`src/rtl/arm_pkg.sv`:
```
// arm_pkg: shared definitions for the five-stage ARM core pipeline.
//   - exe_cmd encodings for the ALU (NOP is 0, the bubble command)
//   - ctrl_t: packed control word carried from ID to EX
//   - CTRL_BUBBLE: control word of an empty slot
//   - width constants for register numbers, shifter operand, branch offset
package arm_pkg;

    localparam int REG_ADDR_W = 4;
    localparam int SHIFT_OP_W = 12;
    localparam int BR_OFF_W   = 24;
    localparam int EXE_CMD_W  = 4;

    // Several mnemonics share an ALU command (CMP computes SUB, TST computes
    // AND, LDR/STR compute an ADD address), so these are plain constants
    // rather than enum members.
    localparam logic [EXE_CMD_W-1:0] EXE_NOP = 4'b0000;
    localparam logic [EXE_CMD_W-1:0] EXE_MOV = 4'b0001;
    localparam logic [EXE_CMD_W-1:0] EXE_MVN = 4'b1001;
    localparam logic [EXE_CMD_W-1:0] EXE_ADD = 4'b0010;
    localparam logic [EXE_CMD_W-1:0] EXE_ADC = 4'b0011;
    localparam logic [EXE_CMD_W-1:0] EXE_SUB = 4'b0100;
    localparam logic [EXE_CMD_W-1:0] EXE_SBC = 4'b0101;
    localparam logic [EXE_CMD_W-1:0] EXE_AND = 4'b0110;
    localparam logic [EXE_CMD_W-1:0] EXE_ORR = 4'b0111;
    localparam logic [EXE_CMD_W-1:0] EXE_EOR = 4'b1000;
    localparam logic [EXE_CMD_W-1:0] EXE_CMP = 4'b0100;
    localparam logic [EXE_CMD_W-1:0] EXE_TST = 4'b0110;
    localparam logic [EXE_CMD_W-1:0] EXE_LDR = 4'b0010;
    localparam logic [EXE_CMD_W-1:0] EXE_STR = 4'b0010;

    typedef struct packed {
        logic                 wb_en;
        logic                 mem_R_en;
        logic                 mem_W_en;
        logic                 B;
        logic                 S;
        logic [EXE_CMD_W-1:0] exe_cmd;
    } ctrl_t;

    localparam ctrl_t CTRL_BUBBLE = '{wb_en: 1'b0, mem_R_en: 1'b0, mem_W_en: 1'b0,
                                      B: 1'b0, S: 1'b0, exe_cmd: EXE_NOP};

endpackage

```
`src/rtl/pipe_field_reg.sv`:
```
// pipe_field_reg: width-parameterised pipeline register.
// Priority on each rising edge: rst (clear) > hold (keep) > clear (zero) > load d.
// Ports:
//   clk, rst  - clock, synchronous active-high reset
//   hold      - keep current contents
//   clear     - load zero instead of d
//   d / q     - WIDTH-bit data in / registered data out
module pipe_field_reg #(
    parameter int WIDTH = 8
) (
    input  logic             clk,
    input  logic             rst,
    input  logic             hold,
    input  logic             clear,
    input  logic [WIDTH-1:0] d,
    output logic [WIDTH-1:0] q
);

    always_ff @(posedge clk) begin
        if (rst) begin
            q <= '0;
        end else if (!hold) begin
            q <= clear ? '0 : d;
        end
    end

endmodule

```
`src/rtl/id_ex_reg.sv`:
```
// id_ex_reg: ID/EX pipeline register of the five-stage ARM core.
// Captures the decoded control word, register-file read data, immediate and
// shifter fields, register numbers and NZCV at the end of ID and presents
// them to EX one cycle later. Handles stall (freeze), branch flush (bubble)
// and tags each slot with valid_out.
// Ports:
//   clk, rst             - clock, synchronous active-high reset
//   freeze               - hold every output (memory stall), beats flush
//   flush                - load a bubble (branch taken in EX)
//   valid_in             - ID slot holds a real instruction
//   *_in                 - ID-stage fields
//   *_out                - registered copies for EX, valid_out tags the slot
module id_ex_reg
    import arm_pkg::*;
(
    input  logic                  clk,
    input  logic                  rst,
    input  logic                  freeze,
    input  logic                  flush,
    input  logic                  valid_in,
    input  logic                  wb_en_in,
    input  logic                  mem_R_en_in,
    input  logic                  mem_W_en_in,
    input  logic                  B_in,
    input  logic                  S_in,
    input  logic [EXE_CMD_W-1:0]  exe_cmd_in,
    input  logic [31:0]           pc_in,
    input  logic [31:0]           val_rn_in,
    input  logic [31:0]           val_rm_in,
    input  logic                  imm_in,
    input  logic [SHIFT_OP_W-1:0] shift_operand_in,
    input  logic [BR_OFF_W-1:0]   signed_imm_24_in,
    input  logic [REG_ADDR_W-1:0] dest_in,
    input  logic [REG_ADDR_W-1:0] src1_in,
    input  logic [REG_ADDR_W-1:0] src2_in,
    input  logic [3:0]            status_in,
    output logic                  valid_out,
    output logic                  wb_en_out,
    output logic                  mem_R_en_out,
    output logic                  mem_W_en_out,
    output logic                  B_out,
    output logic                  S_out,
    output logic [EXE_CMD_W-1:0]  exe_cmd_out,
    output logic [31:0]           pc_out,
    output logic [31:0]           val_rn_out,
    output logic [31:0]           val_rm_out,
    output logic                  imm_out,
    output logic [SHIFT_OP_W-1:0] shift_operand_out,
    output logic [BR_OFF_W-1:0]   signed_imm_24_out,
    output logic [REG_ADDR_W-1:0] dest_out,
    output logic [REG_ADDR_W-1:0] src1_out,
    output logic [REG_ADDR_W-1:0] src2_out,
    output logic [3:0]            status_out
);

    localparam int CTRL_W = $bits(ctrl_t) + 1;
    localparam int DATA_W = 32 + 32 + 32 + 1 + SHIFT_OP_W + BR_OFF_W
                          + 3 * REG_ADDR_W + 4;

    ctrl_t             ctrl_in;
    ctrl_t             ctrl_d;
    ctrl_t             ctrl_q;
    logic [CTRL_W-1:0] ctrl_vec_q;
    logic [DATA_W-1:0] data_d;
    logic [DATA_W-1:0] data_q;

    always_comb begin
        ctrl_in.wb_en    = wb_en_in;
        ctrl_in.mem_R_en = mem_R_en_in;
        ctrl_in.mem_W_en = mem_W_en_in;
        ctrl_in.B        = B_in;
        ctrl_in.S        = S_in;
        ctrl_in.exe_cmd  = exe_cmd_in;
        // An invalid ID slot must never enable writeback, memory or branch in
        // EX, so its control word is replaced by the bubble. Data still loads
        // so the hazard unit compares against defined register numbers.
        ctrl_d = valid_in ? ctrl_in : CTRL_BUBBLE;
    end

    assign data_d = {pc_in, val_rn_in, val_rm_in, imm_in, shift_operand_in,
                     signed_imm_24_in, dest_in, src1_in, src2_in, status_in};

    // valid rides in the control register so that flush and reset clear it
    // together with the enables, keeping the invalid-implies-no-enables rule.
    pipe_field_reg #(.WIDTH(CTRL_W)) u_ctrl_reg (
        .clk   (clk),
        .rst   (rst),
        .hold  (freeze),
        .clear (flush),
        .d     ({valid_in, ctrl_d}),
        .q     (ctrl_vec_q)
    );

    pipe_field_reg #(.WIDTH(DATA_W)) u_data_reg (
        .clk   (clk),
        .rst   (rst),
        .hold  (freeze),
        .clear (flush),
        .d     (data_d),
        .q     (data_q)
    );

    assign valid_out = ctrl_vec_q[CTRL_W-1];
    assign ctrl_q    = ctrl_vec_q[CTRL_W-2:0];

    assign wb_en_out    = ctrl_q.wb_en;
    assign mem_R_en_out = ctrl_q.mem_R_en;
    assign mem_W_en_out = ctrl_q.mem_W_en;
    assign B_out        = ctrl_q.B;
    assign S_out        = ctrl_q.S;
    assign exe_cmd_out  = ctrl_q.exe_cmd;

    assign {pc_out, val_rn_out, val_rm_out, imm_out, shift_operand_out,
            signed_imm_24_out, dest_out, src1_out, src2_out, status_out} = data_q;

endmodule

```
`config.mk`:
```
export PLATFORM = sky130hd
export DESIGN_NAME = id_ex_reg
export DESIGN_NICKNAME = d
export VERILOG_FILES = /design/src/rtl/arm_pkg.sv /design/src/rtl/pipe_field_reg.sv /design/src/rtl/id_ex_reg.sv
export SDC_FILE = /design/constraint.sdc
export NUM_CORES = 1
export LEC_CHECK = 0
export ABC_AREA = 0
export ABC_CLOCK_PERIOD_IN_PS = 1700
export BUFFER_PORTS_ARGS = -buffer_cell sky130_fd_sc_hd__buf_2
export CAP_MARGIN = 0
export CORE_AREA = 2 2 125 127
export DETAILED_ROUTE_END_ITERATION = 6
export DIE_AREA = 0 0 127 129
export MAX_ROUTING_LAYER = met4
export PLACE_DENSITY = 0.79
export SETUP_SLACK_MARGIN = 0.3
export SLEW_MARGIN = 15
export SYNTH_ARGS = -nofsm -noshare
export SYNTH_HDL_FRONTEND = slang
export SYNTH_SLANG_ARGS = --single-unit
```
`constraint.sdc`:
```
create_clock -name clk -period 1.7 [get_ports clk]
set_input_delay 0.17 -clock clk [delete_from_list [all_inputs] [get_ports clk]]
set_output_delay 0.17 -clock clk [all_outputs]
set_load 0.005 [all_outputs]
```
==> impl_metrics.toml, run 1 <==
[cts]
cts_resized = 0
clk_pin_slew_ns = 0.06
cts_made_buffers = 17
cts_tree = "yes"
clkSinkCount = 159
clock_path_buffers = 2
cts_root_buf = "clkbuf_16"
postCtsHoldBufs = 0
htree_levels = 4
postCtsSetupBuffers = 0
worst_skew_pair.late_latency_ns = 0.41

[placed_design]
placedInstanceArea_sq_um = 8070
numPortBuffers = 321
gp_congestion = 0.822
post-dp-hpwl_microns = 12000
place_ws_ns = 0.384

[global_routing]
grt_pass1_vias = 5284
antenna_found_initial = 0
grt_usage_pct = 20.3
grt_max_degree = 85
grt_pass1_wl_microns = 25900
grt_overflow = 0

[logic_synthesis]
synthAdderAreaFrac_pct = 0
synth_seq_cells = 159
synth.top_cells.by_area = "dfxtp_1, or3b_1, a21oi_1"
syn-num-nets = 869
ys_types = 9
synth_compound_area_share_pct = 12.4
synthXorXnorAreaFrac_pct = 0
syn_area_sq_um = 6430
synthMuxAreaShare_pct = 0
synth_top_family_by_area = "simple AND/OR/NAND/NOR gates"
yosys.area.top_type = "dfxtp_1"
syn_inst = 706
synth_top_area_share_pct = 49.5
ys_seq_area_share_pct = 49.5
yosys_warnings = 0
synthSimpleGateAreaFrac_pct = 31.3
avgSynthCellArea_sq_um = 9.11

[route]
drt_iter0_markers = 309
vias = 5877
drtPass1Iterations = 4
wl_per_cell_microns = 14.5
viasPerCell = 4.92
drcViolationCount = 0
wirelength_microns = 17300
postRouteAntennaNets = 0

[sta]
slew_viol_final = 0
finalHoldViolCount = 0
slew_headroom_pct = 68.4
setup_tns_ns = 0
setup-violations-final = 0
final.setup_skew_ns = 0
setup_ws_ns = 0.590
layout_min_cycle_time_ns = 1.11
rsz0062_at_grt = "no"
worst_pin_slew_ns = 0.473
whs_ns = 0.0383
fmax_ghz = 0.901
min_period_over_period_pct = 65.3

[cells_and_area]
fin_nets = 1157
syn_to_final_growth_pct = 34.0
final_cell_mix = "buf_2, nand2_1, a21oi_1, dfxtp_1, or3b_1"
fillers = 1346
mostFrequentLayoutCell = "buf_2"
antennaDiodeCount = 0
layout-drive-gt1-share_pct = 36.6
finalInstanceArea_sq_um = 8620

[die]
fp.dieH_microns = 129
core-area_sq_um = 15000
start_util_pct = 42.9
die-area_sq_um = 16400
io_pins = 322
die_x_microns = 127
fp-row-count = 45

[critical_path]
start_kind = "flip-flop"
end_kind = "primary output"
r2r_cells = 2
crit_type = "flip-flop to primary output"
crit_buf_inv = 1
max_stage_delay_ns = 0.38
cp_cell_sequence = "buf_2"
crit_fanout = 2
cp_slowest_cell = "dfxtp_1"
cp_top_family = "flip-flops"
cp.required_ns = 1.53
path_depth = 1
critPathArrivalTime_ns = 0.94

[power_and_ir_drop]
ir_worst_vdd_mv = 0.576
power_density_nw_per_um2 = 968
p_leak_nw = 3.89

[flow_run]
maxCapViolCount = 0

[hold_path]
hold_depth = 3
min_path_type = "input pin to flip-flop"

[status]
status = "finished, final reports clean"
[Yosys cell counts]
library cell,count
a21oi_1,159
dfxtp_1,159
nand2_1,159
or3b_1,150
buf_2,33
buf_6,18
clkbuf_1,18
nand4bb_1,9
clkbuf_2,1
[through the flow]
step                      utilization (%)  power [mW]  cells
after detailed placement             53.9        4.87   1163
after CTS                            57.5        8.42   1194
after global routing                 57.5        8.68   1194
after global placement               53.9        4.85   1163
final                                57.5        8.34   1194
after floorplan                         -        4.48    706
[report_power, final]
group          internal (mW)  switching (mW)  leakage, nW
Sequential              3.87          0.0676         1.30
Combinational          0.436           0.418         2.33
Clock                   2.08            1.47        0.261
[state kept, by name, summed over array words and instances (netlist names)]
name	cells
u_ctrl_reg.q	10
u_data_reg.q	149
[logic make-up (layout without fill, tap and decap cells)]
family | after synthesis | in the layout
flip-flops | 159 | 159
buffers and inverters | 70 | 370
AO/OA/AOI/OAI | 159 | 159
AND/OR/NAND/NOR | 318 | 318
[layout make-up]
type                       instances  area, sq um  share of cell area, %
clock inverter                    10         88.8                   1.03
sequential                       159         3180                   36.9
tap                              188          235                   2.73
timing repair buffer             339         1840                   21.4
clock buffer                      21          460                   5.34
multi-input combinational        477         2810                   32.6
[final timing paths]
kind,startpoint,slack (ns),to
max,u_data_reg.q[30],0.59,signed_imm_24_out[14]
min reg2reg,u_data_reg.q[102],0.46,u_data_reg.q[102]
max reg2reg,u_data_reg.q[30],1.05,u_data_reg.q[30]
min,exe_cmd_in[3],0.04,u_ctrl_reg.q[3]
[metal layers]
metal	vias up	track usage (%)	wire, microns
li1	3014	-	-
met2	230	32.5	8040
met4	0	8.99	486
met1	2595	24.4	7560
met3	38	5.24	1190
met5	-	-	0
Note: power is estimated with default switching activity, not from simulation.
==> run 2, diff against run 1 <==
Settings changed: ABC_CLOCK_PERIOD_IN_PS 1700 to 900, CORE_AREA 2 2 125 127 to not set, CORE_MARGIN set to 2, CORE_UTILIZATION set to 41, DIE_AREA 0 0 127 129 to not set.
Clock period 1.7 ns to 0.9 ns, I/O delays scaled along.
==> impl_metrics.toml, run 2 (synthesis gave the netlist of run 1 again) <==
[status]
status = "finished with violations"
violations = "hold timing, setup timing"

[sta]
final.setup_skew_ns = 0
min_period_over_period_pct = 108
layout_min_cycle_time_ns = 0.973
setup_ws_ns = -0.0734
fmax_ghz = 1.03
whs_ns = -0.0334
rsz0062_at_grt = "yes"
slew_headroom_pct = 76.6
setup-violations-final = 170
finalHoldViolCount = 11
worst_pin_slew_ns = 0.351
slew_viol_final = 0

[cts]
clkSinkCount = 159
htree_levels = 4
clock_path_buffers = 2
cts_root_buf = "clkbuf_16"
clk_pin_slew_ns = 0.06
postCtsHoldBufs = 6
cts_tree = "yes"
cts_made_buffers = 17
worst_skew_pair.late_latency_ns = 0.41

[cells_and_area]
final_cell_mix = "buf_2, dfxtp_2, nand2_1"
fin_util_pct = 79.7
fin_nets = 1271
fin_cells = 1333
layout-drive-gt1-share_pct = 72.6
mostFrequentLayoutCell = "buf_2"
largest_register = "u_data_reg.q"
fillers = 782
reg.largest.list = "u_data_reg.q x149, u_ctrl_reg.q x10"
finalInstanceArea_sq_um = 12200
largest_reg_flops = 149
syn_to_final_growth_pct = 89.0

[die]
start_util_pct = 42.1
core-area_sq_um = 15300
fp.dieH_microns = 129
die-area_sq_um = 16700
fp-row-count = 45
die_x_microns = 129
io_pins = 322

[power_and_ir_drop]
clockPowerShare_pct = 42.2
combinationalPowerShare_pct = 17.4
ir_worst_vdd_mv = 1.20
power_density_nw_per_um2 = 1540
pwr-share-seq_pct = 40.4
swShare_pct = 24.2
p_switching_mw = 4.51
p_leak_nw = 5.19
finalPower_mw = 18.7
p_int_mw = 14.2

[flow_run]
maxCapViolCount = 0

[route]
drtPass1Iterations = 6
drcViolationCount = 0
drt_iter0_markers = 435
dr_wl_met2_microns = 14600
vias = 7247
wl_met3_microns = 1910
viasPerCell = 5.44
postRouteAntennaNets = 0
wirelength_microns = 28000
wl_met1_microns = 10200
wl_per_cell_microns = 21.0
highest_layer = "met4"

[global_routing]
grt_pass1_vias = 6694
grt_overflow = 0
grt_max_degree = 55
grt_usage_pct = 28.6
antenna_found_initial = 1
grt_pass1_wl_microns = 35600

[critical_path]
rrSetupSlack_ns = 0.08
crit_buf_inv = 1
critPathLaunch = "u_data_reg.q[116]"
start_kind = "flip-flop"
cp.required_ns = 0.81
cp_slowest_cell = "dfxtp_2"
worstReg2RegStart = "u_data_reg.q[94]"
cp_cell_sequence = "buf_6"
end_kind = "primary output"
cp_top_family = "flip-flops"
crit_fanout = 2
crit_type = "flip-flop to primary output"
critPathArrivalTime_ns = 0.88
max_stage_delay_ns = 0.36

[placed_design]
dpl.cell_count = 1198
numPortBuffers = 321
post-dp-hpwl_microns = 12200
gp_congestion = 0.785
placedInstanceArea_sq_um = 8220

[hold_path]
min_path_type = "input pin to flip-flop"
worstHoldStart = "rst"
==> run 2: path summary, 6_finish.rpt <==
check / endpoint / cells past startpoint
hold / removal: u_data_reg.q[0] / 2
setup / recovery: val_rn_out[31] / 1
hold reg to reg: u_data_reg.q[79] / 2
setup reg to reg: u_data_reg.q[94] / 4
==> run 2: worst reg2reg max path: stages (launching register included) <==
cell and delay [ns]:
dfxtp_2 0.34, buf_6 0.11, buf_6 0.10, nand2_2 0.08
a21oi_4 0.06
==> run 2: timing repair <==
action / in CTS / in global routing
endpoints found under the hold margin: 135 / 56
gates cloned: 27 / 3
buffers inserted: 33 / 33
resized for setup: 288 / 247
pin swaps: 201 / 92
endpoints found under the setup margin: 265 / 316
==> run 2: stage by stage <==
stage               worst slack (ns)  TNS [ns]
floorplan                    0.00296         0
global placement              -0.211    -20.91
detailed placement            -0.246    -23.38
CTS                          -0.0900     -9.76
global route                  -0.109    -12.31
finish                       -0.0734     -7.12
==> run 2: final cells by class <==
type / instances / area [sq um] / area share [%]
diodes: 1 / 2.50 / 0.0206
repair buffers: 453 / 4390 / 36.2
clock buffers: 20 / 467 / 3.84
flip-flops and latches: 159 / 3380 / 27.8
multi-input cells: 477 / 3470 / 28.5
well taps: 211 / 264 / 2.17
clock inverters: 12 / 180 / 1.48
==> run 2: per-layer routing <==
layer	vias up	track usage [%]
met5	-	-
met4	0	13.1
li1	3253	-
met3	102	7.39
met1	3513	30.6
met2	379	49.7
==> run 2: power by group through the flow <==
stage / combinational (mW) / sequential, mW / clock (mW)
global route: 3.40 / 7.56 / 8.28
floorplan: 0.894 / 7.61 / 0
CTS: 2.59 / 7.50 / 7.93
detailed placement: 1.67 / 7.58 / 0
finish: 3.25 / 7.55 / 7.88
global placement: 1.65 / 7.57 / 0
